`src/rtl/reset_sequencer_pf_if.sv`:
```
// Bundles the sequencer's subsystem-facing signals: the staged resets and
// status flowing out, and ready acknowledges plus soft-reset request flowing in.
interface reset_sequencer_pf_if #(
  parameter int NUM_STAGES = 4
);
  logic                  SOFT_RST_REQ;
  logic [NUM_STAGES-1:0] STAGE_READY;
  logic [NUM_STAGES-1:0] STAGE_RESET_N;
  logic                  ALL_RELEASED;
  logic                  SOFT_RST_ACK;
  logic                  TIMEOUT_ERR;
  logic [2:0]            ERR_STAGE;

  // Sequencer side.
  modport master (
    input  SOFT_RST_REQ,
    input  STAGE_READY,
    output STAGE_RESET_N,
    output ALL_RELEASED,
    output SOFT_RST_ACK,
    output TIMEOUT_ERR,
    output ERR_STAGE
  );

  // Subsystem / supervisor side.
  modport slave (
    output SOFT_RST_REQ,
    output STAGE_READY,
    input  STAGE_RESET_N,
    input  ALL_RELEASED,
    input  SOFT_RST_ACK,
    input  TIMEOUT_ERR,
    input  ERR_STAGE
  );
endinterface

```
`src/rtl/reset_sequencer_pf.sv`:
```
// Staged reset release controller. Releases up to eight subsystem resets in
// order, each after a programmable delay and an optional ready acknowledge
// from the stage just released. A soft-reset request re-asserts the stages
// in reverse order, holds, and then repeats the release sequence.
//
//   state    | meaning
//   ---------+------------------------------------------------------------
//   WAIT_DLY | counting STAGE_DELAY before releasing stage idx
//   WAIT_ACK | stage idx released, waiting for its ready or the timeout
//   DONE     | all stages released, soft-reset request may be accepted
//   SHUTDOWN | re-asserting stages top-down, one every STAGE_DELAY cycles
//   HOLD     | all stages in reset until the soft-reset request drops
module reset_sequencer_pf #(
  parameter int NUM_STAGES  = 4,
  parameter int STAGE_DELAY = 16,
  parameter int ACK_TIMEOUT = 1024,
  parameter int CNT_W       = 16
) (
  input  logic                 CLK,
  input  logic                 FABRIC_RESET_N,
  reset_sequencer_pf_if.master seq
);

  localparam logic [2:0] WAIT_DLY = 3'd0;
  localparam logic [2:0] WAIT_ACK = 3'd1;
  localparam logic [2:0] DONE     = 3'd2;
  localparam logic [2:0] SHUTDOWN = 3'd3;
  localparam logic [2:0] HOLD     = 3'd4;

  localparam logic [CNT_W-1:0] DLY_LAST = CNT_W'(STAGE_DELAY - 1);
  localparam logic [CNT_W-1:0] ACK_LAST = CNT_W'(ACK_TIMEOUT - 1);
  localparam logic [2:0]       LAST_IDX = 3'(NUM_STAGES - 1);
  localparam bit               ACK_EN   = (ACK_TIMEOUT != 0);
  // The cycle that accepts a ready also counts as the first delay cycle of
  // the next stage, so release lands STAGE_DELAY edges after the
  // synchroniser captures the ready. A one-cycle delay cannot overlap.
  localparam logic [CNT_W-1:0] ACK_SKIP = (STAGE_DELAY > 1) ? CNT_W'(1) : '0;

  logic [NUM_STAGES-1:0] ready_meta;
  logic [NUM_STAGES-1:0] ready_sync;
  logic                  ready_cur;
  logic [NUM_STAGES-1:0] idx_oh;
  logic [NUM_STAGES-1:0] idx_m1_oh;

  logic [2:0]            state;
  logic [2:0]            idx;
  logic [CNT_W-1:0]      cnt;
  logic [NUM_STAGES-1:0] stage_rst_n_q;
  logic                  all_rel_q;
  logic                  soft_ack_q;
  logic                  terr_q;
  logic [2:0]            err_stage_q;

  // Two-flop synchroniser on every ready bit; the subsystems run on their own clocks.
  always_ff @(posedge CLK or negedge FABRIC_RESET_N) begin
    if (!FABRIC_RESET_N) begin
      ready_meta <= '0;
      ready_sync <= '0;
    end else begin
      ready_meta <= seq.STAGE_READY;
      ready_sync <= ready_meta;
    end
  end

  // Decode the stage index into the stage being released and the one below it.
  always_comb begin
    ready_cur = 1'b0;
    idx_oh    = '0;
    idx_m1_oh = '0;
    for (int i = 0; i < NUM_STAGES; i++) begin
      if (int'(idx) == i) begin
        idx_oh[i] = 1'b1;
        ready_cur = ready_sync[i];
      end
      if (int'(idx) == i + 1) begin
        idx_m1_oh[i] = 1'b1;
      end
    end
  end

  // Sequencer FSM: release, acknowledge, shutdown and hold, sharing one counter.
  always_ff @(posedge CLK or negedge FABRIC_RESET_N) begin
    if (!FABRIC_RESET_N) begin
      state         <= WAIT_DLY;
      idx           <= 3'd0;
      cnt           <= '0;
      stage_rst_n_q <= '0;
      all_rel_q     <= 1'b0;
      soft_ack_q    <= 1'b0;
      terr_q        <= 1'b0;
      err_stage_q   <= 3'd0;
    end else begin
      soft_ack_q <= 1'b0;
      case (state)
        WAIT_DLY: begin
          if (cnt == DLY_LAST) begin
            stage_rst_n_q <= stage_rst_n_q | idx_oh;
            cnt           <= '0;
            if (ACK_EN) begin
              state <= WAIT_ACK;
            end else if (idx == LAST_IDX) begin
              state     <= DONE;
              all_rel_q <= 1'b1;
            end else begin
              idx   <= idx + 3'd1;
              state <= WAIT_DLY;
            end
          end else begin
            cnt <= cnt + CNT_W'(1);
          end
        end

        WAIT_ACK: begin
          if (ready_cur || (cnt == ACK_LAST)) begin
            cnt <= ready_cur ? ACK_SKIP : '0;
            // Only the first stage to time out is recorded.
            if (!ready_cur && !terr_q) begin
              terr_q      <= 1'b1;
              err_stage_q <= idx;
            end
            if (idx == LAST_IDX) begin
              state     <= DONE;
              all_rel_q <= 1'b1;
            end else begin
              idx   <= idx + 3'd1;
              state <= WAIT_DLY;
            end
          end else begin
            cnt <= cnt + CNT_W'(1);
          end
        end

        DONE: begin
          if (seq.SOFT_RST_REQ) begin
            all_rel_q     <= 1'b0;
            stage_rst_n_q <= stage_rst_n_q & ~idx_oh;
            idx           <= LAST_IDX;
            cnt           <= '0;
            // A single-stage build has nothing left to shut down.
            if (LAST_IDX == 3'd0) begin
              soft_ack_q <= 1'b1;
              state      <= HOLD;
            end else begin
              state <= SHUTDOWN;
            end
          end
        end

        SHUTDOWN: begin
          if (cnt == DLY_LAST) begin
            cnt           <= '0;
            idx           <= idx - 3'd1;
            stage_rst_n_q <= stage_rst_n_q & ~idx_m1_oh;
            if (idx == 3'd1) begin
              soft_ack_q <= 1'b1;
              state      <= HOLD;
            end
          end else begin
            cnt <= cnt + CNT_W'(1);
          end
        end

        HOLD: begin
          if (!seq.SOFT_RST_REQ) begin
            idx   <= 3'd0;
            cnt   <= '0;
            state <= WAIT_DLY;
          end
        end

        default: begin
          state <= WAIT_DLY;
          idx   <= 3'd0;
          cnt   <= '0;
        end
      endcase
    end
  end

  assign seq.STAGE_RESET_N = stage_rst_n_q;
  assign seq.ALL_RELEASED  = all_rel_q;
  assign seq.SOFT_RST_ACK  = soft_ack_q;
  assign seq.TIMEOUT_ERR   = terr_q;
  assign seq.ERR_STAGE     = err_stage_q;

endmodule

```
`src/flat_wrapper.sv`:
```
// flat-port wrapper written by rule: the top's interface ports become plain ports
module reset_sequencer_pf_flat 
#(
  parameter int NUM_STAGES  = 4,
  parameter int STAGE_DELAY = 16,
  parameter int ACK_TIMEOUT = 1024,
  parameter int CNT_W       = 16
)
  (CLK, FABRIC_RESET_N, seq_SOFT_RST_REQ, seq_STAGE_READY, seq_STAGE_RESET_N, seq_ALL_RELEASED, seq_SOFT_RST_ACK, seq_TIMEOUT_ERR, seq_ERR_STAGE);
  reset_sequencer_pf_if #(.NUM_STAGES(NUM_STAGES)) seq_i ();
  input  logic CLK;
  input  logic FABRIC_RESET_N;
  input wire logic [$bits(seq_i.SOFT_RST_REQ)-1:0] seq_SOFT_RST_REQ;
  input wire logic [$bits(seq_i.STAGE_READY)-1:0] seq_STAGE_READY;
  output wire logic [$bits(seq_i.STAGE_RESET_N)-1:0] seq_STAGE_RESET_N;
  output wire logic [$bits(seq_i.ALL_RELEASED)-1:0] seq_ALL_RELEASED;
  output wire logic [$bits(seq_i.SOFT_RST_ACK)-1:0] seq_SOFT_RST_ACK;
  output wire logic [$bits(seq_i.TIMEOUT_ERR)-1:0] seq_TIMEOUT_ERR;
  output wire logic [$bits(seq_i.ERR_STAGE)-1:0] seq_ERR_STAGE;
  assign seq_i.SOFT_RST_REQ = seq_SOFT_RST_REQ;
  assign seq_i.STAGE_READY = seq_STAGE_READY;
  assign seq_STAGE_RESET_N = seq_i.STAGE_RESET_N;
  assign seq_ALL_RELEASED = seq_i.ALL_RELEASED;
  assign seq_SOFT_RST_ACK = seq_i.SOFT_RST_ACK;
  assign seq_TIMEOUT_ERR = seq_i.TIMEOUT_ERR;
  assign seq_ERR_STAGE = seq_i.ERR_STAGE;
  reset_sequencer_pf #(.NUM_STAGES(NUM_STAGES), .STAGE_DELAY(STAGE_DELAY), .ACK_TIMEOUT(ACK_TIMEOUT), .CNT_W(CNT_W)) u_core (.CLK(CLK), .FABRIC_RESET_N(FABRIC_RESET_N), .seq(seq_i));
endmodule
```
`config.mk`:
```
export PLATFORM = sky130hd
export DESIGN_NAME = reset_sequencer_pf_flat
export DESIGN_NICKNAME = d
export VERILOG_FILES = /design/src/rtl/reset_sequencer_pf_if.sv /design/src/rtl/reset_sequencer_pf.sv /design/src/flat_wrapper.sv
export SDC_FILE = /design/constraint.sdc
export NUM_CORES = 1
export LEC_CHECK = 0
export ABC_AREA = 0
export BUFFER_PORTS_ARGS = -buffer_cell sky130_fd_sc_hd__buf_2
export CAP_MARGIN = 15
export CORE_AREA = 2 2 82 84
export CTS_BUF_LIST = sky130_fd_sc_hd__clkbuf_8
export CTS_CLUSTER_SIZE = 28
export DETAILED_ROUTE_END_ITERATION = 7
export DIE_AREA = 0 0 84 86
export PLACE_DENSITY = 0.61
export SYNTH_ARGS = -nofsm -noshare
export SYNTH_HDL_FRONTEND = slang
export SYNTH_SLANG_ARGS = --single-unit
```
`constraint.sdc`:
```
create_clock -name CLK -period 5.1 [get_ports CLK]
set_input_delay 0.51 -clock CLK [delete_from_list [all_inputs] [get_ports CLK]]
set_output_delay 0.51 -clock CLK [all_outputs]
set_load 0.02 [all_outputs]
```
==> summary.md, run 1 <==
| Metric | Value |
|---|---|
| Resized Gates After CTS | 0 |
| Die area | 0.007224 mm2 |
| Num CTS Buffers | 5 |
| Non-filler instance count after layout | 317 |
| Main synth FF type | dfrtp_1 |
| Startpoint types | register |
| FP Rows | 29 |
| Avg Cell Area, Syn | 9.563 um2 |
| First-pass GRT wire length | 8328 um |
| 1st-iter DRT viols | 143 |
| Syn nets | 241 |
| Largest net degree at the start of global routing | 41 |
| Tcrit/Tclk final | 54.95% |
| Max incr delay on CP | 770 ps |
| Worst Path Required | 5320 ps |
| Worst reg2reg setup slack | 2300 ps |
| Clock Root Buffer | clkbuf_8 |
| Vias | 1756 |
| Worst path slowest cell | o21ai_2 |
| Clk buf depth | 2 |
| Worst rel slew slack | 37.34% |
| Tmin final | 2803 ps |
| Main area contributors after synthesis | dfrtp_1, ha_1, o21ai_0, a31oi_1, a21oi_1 |
| Drt first pass iters | 4 |
| Ys Warns | 0 |
| Filler Cells Inserted | 647 |
| IO Pins | 17 |
| CTS tree | built |
| Clk_skew | 13.52 ps |
| Share of layout cells above drive strength 1 | 12.50% |
| Leak | 0.001038 uW |
| Initial antenna violation count | 0 |
| Final hold violations | 0 |
| Initial core utilization | 34.58% |
| Vias in the first global route | 1595 |
| EDFF count, synth | 0 |
| Status | completed |
| GR Overflow Total | 0 |
| Flops & latches, synth | 40 |
| Max-cap viol count | 0 |
| Die Y-Extent | 86 um |
| RSZ-0062 raised after global routing | no |
| Synth Cell Area | 0.002171 mm2 |
| Worst slew pin tran | 939.8 ps |
| Ant. Diodes | 0 |
| Unique cell type count in the Yosys netlist | 47 |
| Sequential fraction of the synthesis area | 46.11% |
| Total Wirelength | 4684 um |
| R2R Path Start | u_core.idx[2] |
| Post-route ant nets | 0 |
| Nets | 253 |
| Core area | 0.006277 mm2 |
| F_max | 356.8 MHz |
| All-Layer GR Usage | 14.35% |
| H-tree depth | 2 |
| Area grow syn2layout | 9.683% |
| PD cells | 235.5 mW/mm2 |
| Worst reg-to-reg path cell count | 7 |
| Syn Inst Count | 227 |
| Critical Path End Type | register |
| Mean routed wirelength per cell | 14.78 um |
| # setup viols final | 0 |
| Buffers on Ports | 16 |
| Routability cong. | 0.8927 |
| Crit-path cells | inv_1, ha_1, nor3_1, a221o_1, o21ai_2, or2b_1, a31oi_1 |
| Critical path type | register to register |
| Crit-path max FO | 25 |
| Worst Hold Class | primary input to asynchronous set/reset pin |
| Worst-Skew Late Latency | 300 ps |
| Reg area | 0.001001 mm2 |
| CTS hold repair buffers | 0 |
| Area occupied by multi-input gates | 0.001084 mm2 |
| FFs w/ async S/R, synth | 100.0% |
| Die Wd | 84 um |
| Residual DRC count | 0 |
| Final Max Tran Viols | 0 |
| Cell taking the most area after synthesis | dfrtp_1 |
| Vias/cell | 5.539 |
| Clock sink count | 40 |
| Peak supply drop | 0.1038 mV |
| Setup TNS | 0 ps |
| Cell family with most CP delay | compound AO/OA/AOI/OAI gates |
| Post-CTS setup buffer count | 0 |
| Top cell type's share of synthesized area | 46.11% |
| Crit Reg-Reg Endpoint | u_core.cnt[12] |
| Dpl hpwl | 3206 um |
| CTS clock-pin slew for the worst setup and hold paths | 90 ps |
| Most common cell in the netlist | dfrtp_1 |
| Placed instance count | 309 |
| Top post-synthesis cells by count | dfrtp_1, nand2_1, o21ai_0 |
| Crit path buf inv count | 1 |
| Worst Path Arrival | 3020 ps |
layer usage:
| metal | vias to the layer above | global-route usage [%] | share of wire, % |
|---|---|---|---|
| met5 | - | 0 | 0 |
| met4 | 0 | 6.452 | 2.2 |
| met3 | 9 | 3.080 | 4.9 |
| met2 | 57 | 20.22 | 43 |
| met1 | 821 | 21.07 | 50 |
| li1 | 869 | - | - |
how the worst max path moves through the flow:
stage                        startpoint        endpoint  slack (ps)  cells after the start
final                     u_core.idx[2]  u_core.cnt[12]        2300                      7
after global routing      u_core.idx[2]  u_core.cnt[10]        2050                      7
after CTS                 u_core.idx[2]  u_core.cnt[12]        2320                      7
after detailed placement  u_core.idx[2]  u_core.cnt[12]        2340                      7
after global placement    u_core.idx[2]  u_core.cnt[12]        2410                      7
after floorplan           u_core.idx[0]   u_core.cnt[7]        3040                      9
worst register-to-register path, delay by kind of cell (launching register included):
family	cells	cell delay [ps]
AO/OA/AOI/OAI	3	1320
adder cells (fa/ha/maj)	1	380
buffers and inverters	1	190
flip-flops	1	430
AND/OR/NAND/NOR	2	400
metrics by stage:
step / util, % / hold slack, ps / setup WS, ps / instance area, um2 / power, uW
3_5_place_dp: 36.38 / 335.5 / 2345 / 2283 / 337.9
2_1_floorplan: - / 214.4 / 3040 / 2171 / 328.7
5_1_grt: 37.93 / 301.1 / 2053 / 2381 / 580.8
3_3_place_gp: 36.38 / 333.9 / 2410 / 2283 / 337.9
6_report: 37.93 / 315.5 / 2297 / 2381 / 560.7
4_1_cts: 37.93 / 310.7 / 2323 / 2381 / 568.5
layout by cell type (no fill, tap or decap), types with 4 or more instances in the layout:
| cell type | count |
|---|---|
| dfrtp_1 | 40 |
| nand2_1 | 21 |
| o21ai_0 | 17 |
| a21oi_1 | 16 |
| buf_2 | 16 |
| a31oi_1 | 13 |
| nor2b_1 | 9 |
| nand3_1 | 7 |
| nor2_1 | 7 |
| nor3_1 | 7 |
| and3_1 | 7 |
| ha_1 | 7 |
| inv_1 | 6 |
| o21ai_1 | 6 |
| clkbuf_8 | 6 |
| nor4_1 | 5 |
| nand2b_1 | 4 |
| nand4_1 | 4 |
final cells by class:
cell class / count / area share [%]
well taps: 77 / 4.046
flip-flops and latches: 40 / 42.04
multi-input cells: 170 / 45.51
clock inverters: 2 / 0.6306
clock buffers: 6 / 3.468
repair buffers: 16 / 3.363
inverters: 6 / 0.9459
sequential cells by signal, indices dropped and copies added, names as in the netlist, 3 cells and up:
signal and count:
u_core.cnt 16, u_core.ready_meta 4, u_core.ready_sync 4, u_core.seq.STAGE_RESET_N 4
u_core.idx 3, u_core.seq.ERR_STAGE 3, u_core.state 3
report_power, final:
| group | total [uW] | internal [uW] | switching, uW |
|---|---|---|---|
| Combinational | 9.93 | 2.61 | 7.32 |
| Sequential | 321 | 320 | 0.875 |
| Clock | 230 | 110 | 120 |
| Total | 561 | 432 | 128 |
cell families after synthesis:
kind of cell / after synthesis / share of synthesized area (%)
and+or+nand+nor: 87 / 22.71
AOI/OAI and AO/OA: 72 / 21.38
xor gates and xnor gates: 2 / 0.8071
adders and majority gates: 7 / 4.034
buffers and inverters: 17 / 3.977
DFF: 40 / 46.11
muxes: 2 / 0.9798
Note: power is estimated with default switching activity, not from simulation.
==> inputs of run 2 (changes only) <==
--- a/config.mk
+++ b/config.mk
@@ -5,15 +5,15 @@
 export SDC_FILE = /design/constraint.sdc
 export NUM_CORES = 1
 export LEC_CHECK = 0
-export ABC_AREA = 0
+export ABC_AREA = 1
 export BUFFER_PORTS_ARGS = -buffer_cell sky130_fd_sc_hd__buf_2
 export CAP_MARGIN = 15
-export CORE_AREA = 2 2 82 84
+export CORE_AREA = 2 2 84 86
 export CTS_BUF_LIST = sky130_fd_sc_hd__clkbuf_8
 export CTS_CLUSTER_SIZE = 28
 export DETAILED_ROUTE_END_ITERATION = 7
-export DIE_AREA = 0 0 84 86
-export PLACE_DENSITY = 0.61
+export DIE_AREA = 0 0 86 88
+export PLACE_DENSITY = 0.62
 export SYNTH_ARGS = -nofsm -noshare
 export SYNTH_HDL_FRONTEND = slang
 export SYNTH_SLANG_ARGS = --single-unit
==> constraint.sdc (replaced) <==
create_clock -name CLK -period 2.45 [get_ports CLK]
set_input_delay 0.245 -clock CLK [delete_from_list [all_inputs] [get_ports CLK]]
set_output_delay 0.245 -clock CLK [all_outputs]
set_load 0.02 [all_outputs]
==> run 2 against run 1 <==
Hold slack worse by 260 ps. Combinational power increased to 130 times the previous value. Power increased to 4.8 times the previous value. Clock skew decreased by 1.7 ps. Area after synthesis is 5.4% higher. Utilization rose by 0.37 points. Flip-flop and latch count unchanged. Worst setup slack worse by 1800 ps. Maximum frequency up 40%. Highest routed layer unchanged.
==> summary.md, run 2 <==
| Metric | Value |
|---|---|
| Worst slew pin tran | 893.5 ps (was 939.8 ps) |
| Worst Path Required | 2680 ps (was 5320 ps) |
| GR Overflow Total | 0 (unchanged) |
| Drt first pass iters | 4 (unchanged) |
| CTS clock-pin slew for the worst setup and hold paths | 80 ps (was 90 ps) |
| Tcrit/Tclk final | 81.64% (was 54.95%) |
| Vias/cell | 4.707 (was 5.539) |
| Peak supply drop | 0.4128 mV (was 0.1038 mV) |
| Syn nets | 325 (was 241) |
| Initial core utilization | 34.44% (was 34.58%) |
| Residual DRC count | 0 (unchanged) |
| Sequential fraction of the synthesis area | 43.74% (was 46.11%) |
| # setup viols final | 0 (unchanged) |
| Synth Cell Area | 0.002288 mm2 (was 0.002171 mm2) |
| Worst rel slew slack | 40.43% (was 37.34%) |
| Largest net degree at the start of global routing | 41 (unchanged) |
| All-Layer GR Usage | 14.74% (was 14.35%) |
| Post-route ant nets | 0 (unchanged) |
| Setup TNS | 0 ps (unchanged) |
| Unique cell type count in the Yosys netlist | 28 (was 47) |
| Crit-path max FO | 15 (was 25) |
| Avg Cell Area, Syn | 7.358 um2 (was 9.563 um2) |
| Die Y-Extent | 88 um (was 86 um) |
| Worst reg2reg setup slack | 450 ps (was 2300 ps) |
| Resized Gates After CTS | 0 (unchanged) |
| Clock Root Buffer | clkbuf_8 (unchanged) |
| CTS hold repair buffers | 0 (unchanged) |
| Total Wirelength | 4932 um (was 4684 um) |
| Placed instance count | 405 (was 309) |
| First-pass GRT wire length | 8811 um (was 8328 um) |
| Final Max Tran Viols | 0 (unchanged) |
| Clock sink count | 40 (unchanged) |
| Worst-Skew Late Latency | 290 ps (was 300 ps) |
| Num CTS Buffers | 5 (unchanged) |
| Crit path buf inv count | 3 (was 1) |
| Max reg flops | 16 (unchanged) |
| FP Rows | 30 (was 29) |
| Post-CTS setup buffer count | 0 (unchanged) |
| Hold EP | u_core.ready_meta[0] |
| Ys Warns | 0 (unchanged) |
| Initial antenna violation count | 0 (unchanged) |
| Die Wd | 86 um (was 84 um) |
| Ant. Diodes | 0 (unchanged) |
| FFs w/ async S/R, synth | 100.0% (unchanged) |
| Share of layout cells above drive strength 1 | 9.309% (was 12.50%) |
| Worst Hold Class | primary input to register (was primary input to asynchronous set/reset pin) |
| 1st-iter DRT viols | 126 (was 143) |
| Filler Cells Inserted | 681 (was 647) |
| Worst hold path depth | 1 |
| Leak | 0.001382 uW (was 0.001038 uW) |
| Cell taking the most area after synthesis | dfrtp_1 (unchanged) |
| Worst path slowest cell | dfrtp_1 (was o21ai_2) |
| Crit Reg-Reg Endpoint | u_core.cnt[12] (unchanged) |
| Nets | 346 (was 253) |
| Critical Path End Type | register (unchanged) |
| Main synth FF type | dfrtp_1 (unchanged) |
| F_max | 500.0 MHz (was 356.8 MHz) |
| Clk_skew | 11.82 ps (was 13.52 ps) |
| Startpoint types | register (unchanged) |
| Top post-synthesis cells by count | nand2_1, dfrtp_1, inv_1 (was dfrtp_1, nand2_1, o21ai_0) |
| Status | completed (unchanged) |
| Crit-path cells | inv_1, ha_1, inv_1, nor2_1, nand2_1, nand2_1, inv_1, nand2_1, nand4_4, nand2_4, nand3_1, nand2_1 (was inv_1, ha_1, nor3_1, a221o_1, o21ai_2, or2b_1, a31oi_1) |
| EDFF count, synth | 0 (unchanged) |
| Clk buf depth | 2 (unchanged) |
| Mean routed wirelength per cell | 11.94 um (was 14.78 um) |
| Commonest non-fill, non-tap cell in the layout | nand2_1 (was dfrtp_1) |
| Worst Path Arrival | 2230 ps (was 3020 ps) |
| Non-filler instance count after layout | 413 (was 317) |
| Tmin final | 2000 ps (was 2803 ps) |
| Critical path type | register to register (unchanged) |
| Vias in the first global route | 1872 (was 1595) |
| RSZ-0062 raised after global routing | no (unchanged) |
| Routability cong. | 0.8533 (was 0.8927) |
| Most common cell in the netlist | nand2_1 (was dfrtp_1) |
| Commonest cells after routing, fill and taps aside | nand2_1, inv_1, dfrtp_1 (was dfrtp_1, nand2_1, o21ai_0) |
| Main area contributors after synthesis | dfrtp_1, nand2_1, inv_1, nand3_1, nor2_1 (was dfrtp_1, ha_1, o21ai_0, a31oi_1, a21oi_1) |
| Top cell type's share of synthesized area | 43.74% (was 46.11%) |
| Largest Register | u_core.cnt (unchanged) |
| Hold Crit Start | seq_STAGE_READY[0] |
| Vias | 1944 (was 1756) |
| R2R Path Start | u_core.idx[0] (was u_core.idx[2]) |
| Die area | 0.007568 mm2 (was 0.007224 mm2) |
| CTS tree | built (unchanged) |
| Worst path most repeated cell | nand2_1 |
| Final hold violations | 0 (unchanged) |
| Syn Inst Count | 311 (was 227) |
| Core area | 0.006644 mm2 (was 0.006277 mm2) |
| Worst reg-to-reg path cell count | 12 (was 7) |
| Cell family with most CP delay | simple AND/OR/NAND/NOR gates (was compound AO/OA/AOI/OAI gates) |
| Max-cap viol count | 0 (unchanged) |
| PD cells | 1049 mW/mm2 (was 235.5 mW/mm2) |
| H-tree depth | 2 (unchanged) |
| Flops & latches, synth | 40 (unchanged) |
| Area grow syn2layout | 11.21% (was 9.683%) |
| IO Pins | 17 (unchanged) |
| Buffers on Ports | 16 (unchanged) |
| Max incr delay on CP | 460 ps (was 770 ps) |
| Dpl hpwl | 3598 um (was 3206 um) |
run 2: cell count changes in the layout (fill, tap and decap cells not counted), sizes merged, moves of 5 or more:
cell   delta
nor2b    -10
nand3    +19
xor2      +7
a31oi    -13
nand2    +99
o21ai    -14
nor3      -5
and3      -7
inv      +36
nor4      -6
a21oi    -12
nor2     +25
run 2: logic make-up after synthesis:
| kind of cell | count (synthesis) | synth area share (%) |
|---|---|---|
| flops | 40 | 43.74 |
| buf+inv | 43 | 7.490 |
| fa+ha+maj | 7 | 3.827 |
| xor+xnor | 9 | 3.445 |
| compound gates | 22 | 5.796 |
| simple gates | 190 | 35.70 |
run 2: worst max path at each step:
| stage | end | slack (ps) | startpoint | cells past startpoint |
|---|---|---|---|---|
| after global placement | u_core.seq.ERR_STAGE[0] | 510 | u_core.idx[0] | 11 |
| after global routing | u_core.seq.ERR_STAGE[1] | 200 | u_core.idx[0] | 13 |
| after detailed placement | u_core.seq.ERR_STAGE[1] | 500 | u_core.idx[0] | 10 |
| after floorplan | u_core.cnt[12] | 780 | u_core.idx[0] | 11 |
| after CTS | u_core.seq.ERR_STAGE[1] | 480 | u_core.idx[0] | 12 |
| final | u_core.cnt[12] | 450 | u_core.idx[0] | 12 |
run 2: area by class of cell:
cell class | instances | area, um2 | area share [%]
clock buffer | 6 | 82.58 | 3.245
clock inverter | 2 | 7.507 | 0.2950
inverter | 40 | 150.1 | 5.900
multi-input combinational | 228 | 1116 | 43.85
sequential | 40 | 1001 | 39.33
tap | 80 | 100.1 | 3.933
timing repair buffer | 17 | 87.58 | 3.441
run 2: metrics by stage:
step | total power (uW) | utilization, % | instance area (um2) | hold slack [ps] | worst slack, ps
floorplan | 1936 | - | 2288 | -50.59 | 777.8
global placement | 2219 | 36.95 | 2455 | 331.1 | 507.0
detailed placement | 2235 | 36.95 | 2455 | 340.4 | 501.8
CTS | 2690 | 38.31 | 2545 | 42.59 | 476.5
global route | 2946 | 38.31 | 2545 | 44.92 | 198.6
finish | 2670 | 38.31 | 2545 | 54.05 | 449.8
run 2: routing by layer:
layer	share of wire, %	vias to the layer above	GRT usage, %
met2	44	40	22.41
met4	1.6	0	4.762
met3	4.0	9	3.299
met5	0	-	0
li1	-	1013	-
met1	50	882	20.86
run 2: power breakdown:
part	leakage [uW]	internal [uW]	switching, uW
combinational	0.000806	412	884
clock	0.0000538	222	225
sequential	0.000522	788	140
==> inputs of run 3 (changes only) <==
--- a/config.mk
+++ b/config.mk
@@ -5,15 +5,15 @@
 export SDC_FILE = /design/constraint.sdc
 export NUM_CORES = 1
 export LEC_CHECK = 0
-export ABC_AREA = 1
+export ABC_AREA = 0
 export BUFFER_PORTS_ARGS = -buffer_cell sky130_fd_sc_hd__buf_2
 export CAP_MARGIN = 15
-export CORE_AREA = 2 2 84 86
+export CORE_AREA = 2 2 82 84
 export CTS_BUF_LIST = sky130_fd_sc_hd__clkbuf_8
 export CTS_CLUSTER_SIZE = 28
 export DETAILED_ROUTE_END_ITERATION = 7
-export DIE_AREA = 0 0 86 88
-export PLACE_DENSITY = 0.62
+export DIE_AREA = 0 0 84 86
+export PLACE_DENSITY = 0.61
 export SYNTH_ARGS = -nofsm -noshare
 export SYNTH_HDL_FRONTEND = slang
 export SYNTH_SLANG_ARGS = --single-unit
==> constraint.sdc (replaced) <==
create_clock -name CLK -period 2 [get_ports CLK]
set_input_delay 0.2 -clock CLK [delete_from_list [all_inputs] [get_ports CLK]]
set_output_delay 0.2 -clock CLK [all_outputs]
set_load 0.02 [all_outputs]
==> run 3 against run 2 <==
The flow now finishes with violations (setup timing). Sequential share of layout area decreased by 7.1 points. Worst setup slack worse by 630 ps. Cell count is 9.2% lower. Clock skew is 4.6 ps lower. Via count up 6.9%. Critical path type unchanged. Largest cell class unchanged. Largest power group is now sequential cells. Highest routed layer unchanged.
==> summary.md, run 3 (synthesis results as in run 1) <==
| Metric | Value |
|---|---|
| Status | finished, violations left (was completed) |
| Failing checks | setup timing |
| Worst reg-to-reg path cell count | 7 (was 12) |
| H-tree depth | 2 (unchanged) |
| Critical Path End Type | register (unchanged) |
| Sequential share of power | 53.6% (was 34.7%) |
| Util after Layout | 49.59% (was 38.31%) |
| Commonest cells after routing, fill and taps aside | buf_4, dfrtp_1, nand2_1 (was nand2_1, inv_1, dfrtp_1) |
| Routability cong. | 0.8516 (was 0.8533) |
| Clock Root Buffer | clkbuf_8 (unchanged) |
| Filler Cells Inserted | 570 (was 681) |
| Clk buf depth | 2 (unchanged) |
| Vias | 2078 (was 1944) |
| CTS clock-pin slew for the worst setup and hold paths | 80 ps (about the same) |
| Worst slew pin tran | 960.4 ps (was 893.5 ps) |
| Mean routed wirelength per cell | 15.73 um (was 11.94 um) |
| Worst hold path depth | 0 (was 1) |
| Residual DRC count | 0 (unchanged) |
| Crit-path cells | nor4_2, nand2_1, nor4_4, o21ai_4, clkbuf_16, and3_1, a211o_1 (was inv_1, ha_1, inv_1, nor2_1, nand2_1, nand2_1, inv_1, nand2_1, nand4_4, nand2_4, nand3_1, nand2_1) |
| RSZ-0062 raised after global routing | yes (was no) |
| Total Wirelength | 5897 um (was 4932 um) |
| Internal power | 1206 uW (was 1421 uW) |
| Final Max Tran Viols | 0 (unchanged) |
| Ant. Diodes | 0 (unchanged) |
| Crit-path max FO | 9 (was 15) |
| Worst Path Arrival | 2360 ps (was 2230 ps) |
| CTS tree | built (unchanged) |
| FP Rows | 29 (was 30) |
| F_max | 458.8 MHz (was 500.0 MHz) |
| Sw Ratio | 21.16% (was 46.77%) |
| Worst rel slew slack | 35.84% (was 40.43%) |
| Max reg flops | 16 (unchanged) |
| Vias in the first global route | 1921 (was 1872) |
| Setup ws final | -179.8 ps (was 449.8 ps) |
| Nets | 311 (was 346) |
| Worst Path Required | 2180 ps (was 2680 ps) |
| # setup viols final | 23 (was 0) |
| Worst path slowest cell | nor4_4 (was dfrtp_1) |
| Part of the power in combinational logic | 2.9% (was 48.5%) |
| Drt first pass iters | 5 (was 4) |
| Critical path type | register to register (unchanged) |
| Final hold violations | 0 (unchanged) |
| First-pass GRT wire length | 9666 um (was 8811 um) |
| IO Pins | 17 (unchanged) |
| Clock sink count | 40 (unchanged) |
| Largest net degree at the start of global routing | 41 (unchanged) |
| Die Y-Extent | 86 um (was 88 um) |
| Worst Hold Class | register to register (was primary input to register) |
| Clk network pwr share | 43.5% (was 16.7%) |
| Die area | 0.007224 mm2 (was 0.007568 mm2) |
| Tcrit/Tclk final | 109.0% (was 81.64%) |
| Max incr delay on CP | 450 ps (was 460 ps) |
| Max-cap viol count | 0 (unchanged) |
| GR Overflow Total | 0 (unchanged) |
| Placed instance count | 348 (was 405) |
| Leak | 0.001382 uW (about the same) |
| Die Wd | 84 um (was 86 um) |
| Startpoint types | register (unchanged) |
| 1st-iter DRT viols | 179 (was 126) |
| Post-route ant nets | 0 (unchanged) |
| DP Worst Slack | -202.6 ps (was 501.8 ps) |
| Non-filler instance count after layout | 375 (was 413) |
| Commonest non-fill, non-tap cell in the layout | buf_4 (was nand2_1) |
| PD cells | 491.2 mW/mm2 (was 1049 mW/mm2) |
| Area grow syn2layout | 43.40% (was 11.21%) |
| Buffers on Ports | 16 (unchanged) |
| Largest Register | u_core.cnt (unchanged) |
| Pwr Total | 1529 uW (was 2670 uW) |
| Sw power | 323.5 uW (was 1249 uW) |
| Core area | 0.006277 mm2 (was 0.006644 mm2) |
| Initial antenna violation count | 0 (unchanged) |
| Worst reg2reg setup slack | -180 ps (was 450 ps) |
| Num CTS Buffers | 5 (unchanged) |
| Tmin final | 2180 ps (was 2000 ps) |
| Worst-Skew Late Latency | 300 ps (was 290 ps) |
| Share of layout cells above drive strength 1 | 39.93% (was 9.309%) |
| Hold_ws | 351.8 ps (was 54.05 ps) |
| Initial core utilization | 34.58% (was 34.44%) |
| Peak supply drop | 0.2679 mV (was 0.4128 mV) |
| Dpl hpwl | 3825 um (was 3598 um) |
| Clk_skew | 7.249 ps (was 11.82 ps) |
| Vias/cell | 5.541 (was 4.707) |
| All-Layer GR Usage | 16.76% (was 14.74%) |
## run 3: area by class of cell
class | instances | area (um2) | area share, %
Multi-Input combinational cell | 170 | 1300 | 41.76
Sequential cell | 40 | 1002 | 32.19
Timing Repair Buffer | 74 | 580.6 | 18.65
Tap cell | 77 | 96.34 | 3.095
Clock buffer | 5 | 68.82 | 2.211
Clock inverter | 3 | 42.54 | 1.367
Inverter | 6 | 22.52 | 0.7235
## run 3: final timing paths
kind	start	end
worst max-delay path	u_core.cnt[15]	u_core.cnt[14]
max in group asynchronous	FABRIC_RESET_N	u_core.idx[1]
worst min-delay path	u_core.ready_meta[2]	u_core.ready_sync[2]
worst max register to register	u_core.cnt[15]	u_core.cnt[14]
worst min register to register	u_core.ready_meta[2]	u_core.ready_sync[2]
min in group asynchronous	FABRIC_RESET_N	u_core.seq.STAGE_RESET_N[0]
## run 3: timing repair
action	CTS	global route
resized for setup	23	37
buffers inserted	10	5
endpoints found under the hold margin	41	3
endpoints found under the setup margin	30	32
pin swaps	15	25
cloned	2	0
hold buffers	2	3
## run 3: per-layer routing
layer,up-vias,track usage [%],routed length [um]
li1,980,-,-
met1,1020,24.14,2777
met2,71,25.75,2745
met3,7,2.502,280
met4,0,6.012,95
met5,-,0,0
## run 3: worst max-delay path, delay by kind of cell, from the launching register on
family          cells  cell delay (ps)
flops               1              400
buf+inv             1              190
compound gates      2              410
simple gates        4             1070
## run 3: through the flow
stage | instance area, um2 | setup TNS (ps)
floorplan | 2190 | 0
global placement | 2601 | -973.9
detailed placement | 2601 | -2440
CTS | 2949 | -1968
global route | 3113 | -4723
finish | 3113 | -1841
## run 3: power by group through the flow
stage | sequential [uW] | clock (uW) | combinational (uW)
floorplan | 834 | 0 | 4.08
global placement | 835 | 0 | 28.9
detailed placement | 835 | 0 | 28.7
CTS | 819 | 684 | 37.6
global route | 821 | 719 | 49.0
finish | 820 | 665 | 43.7
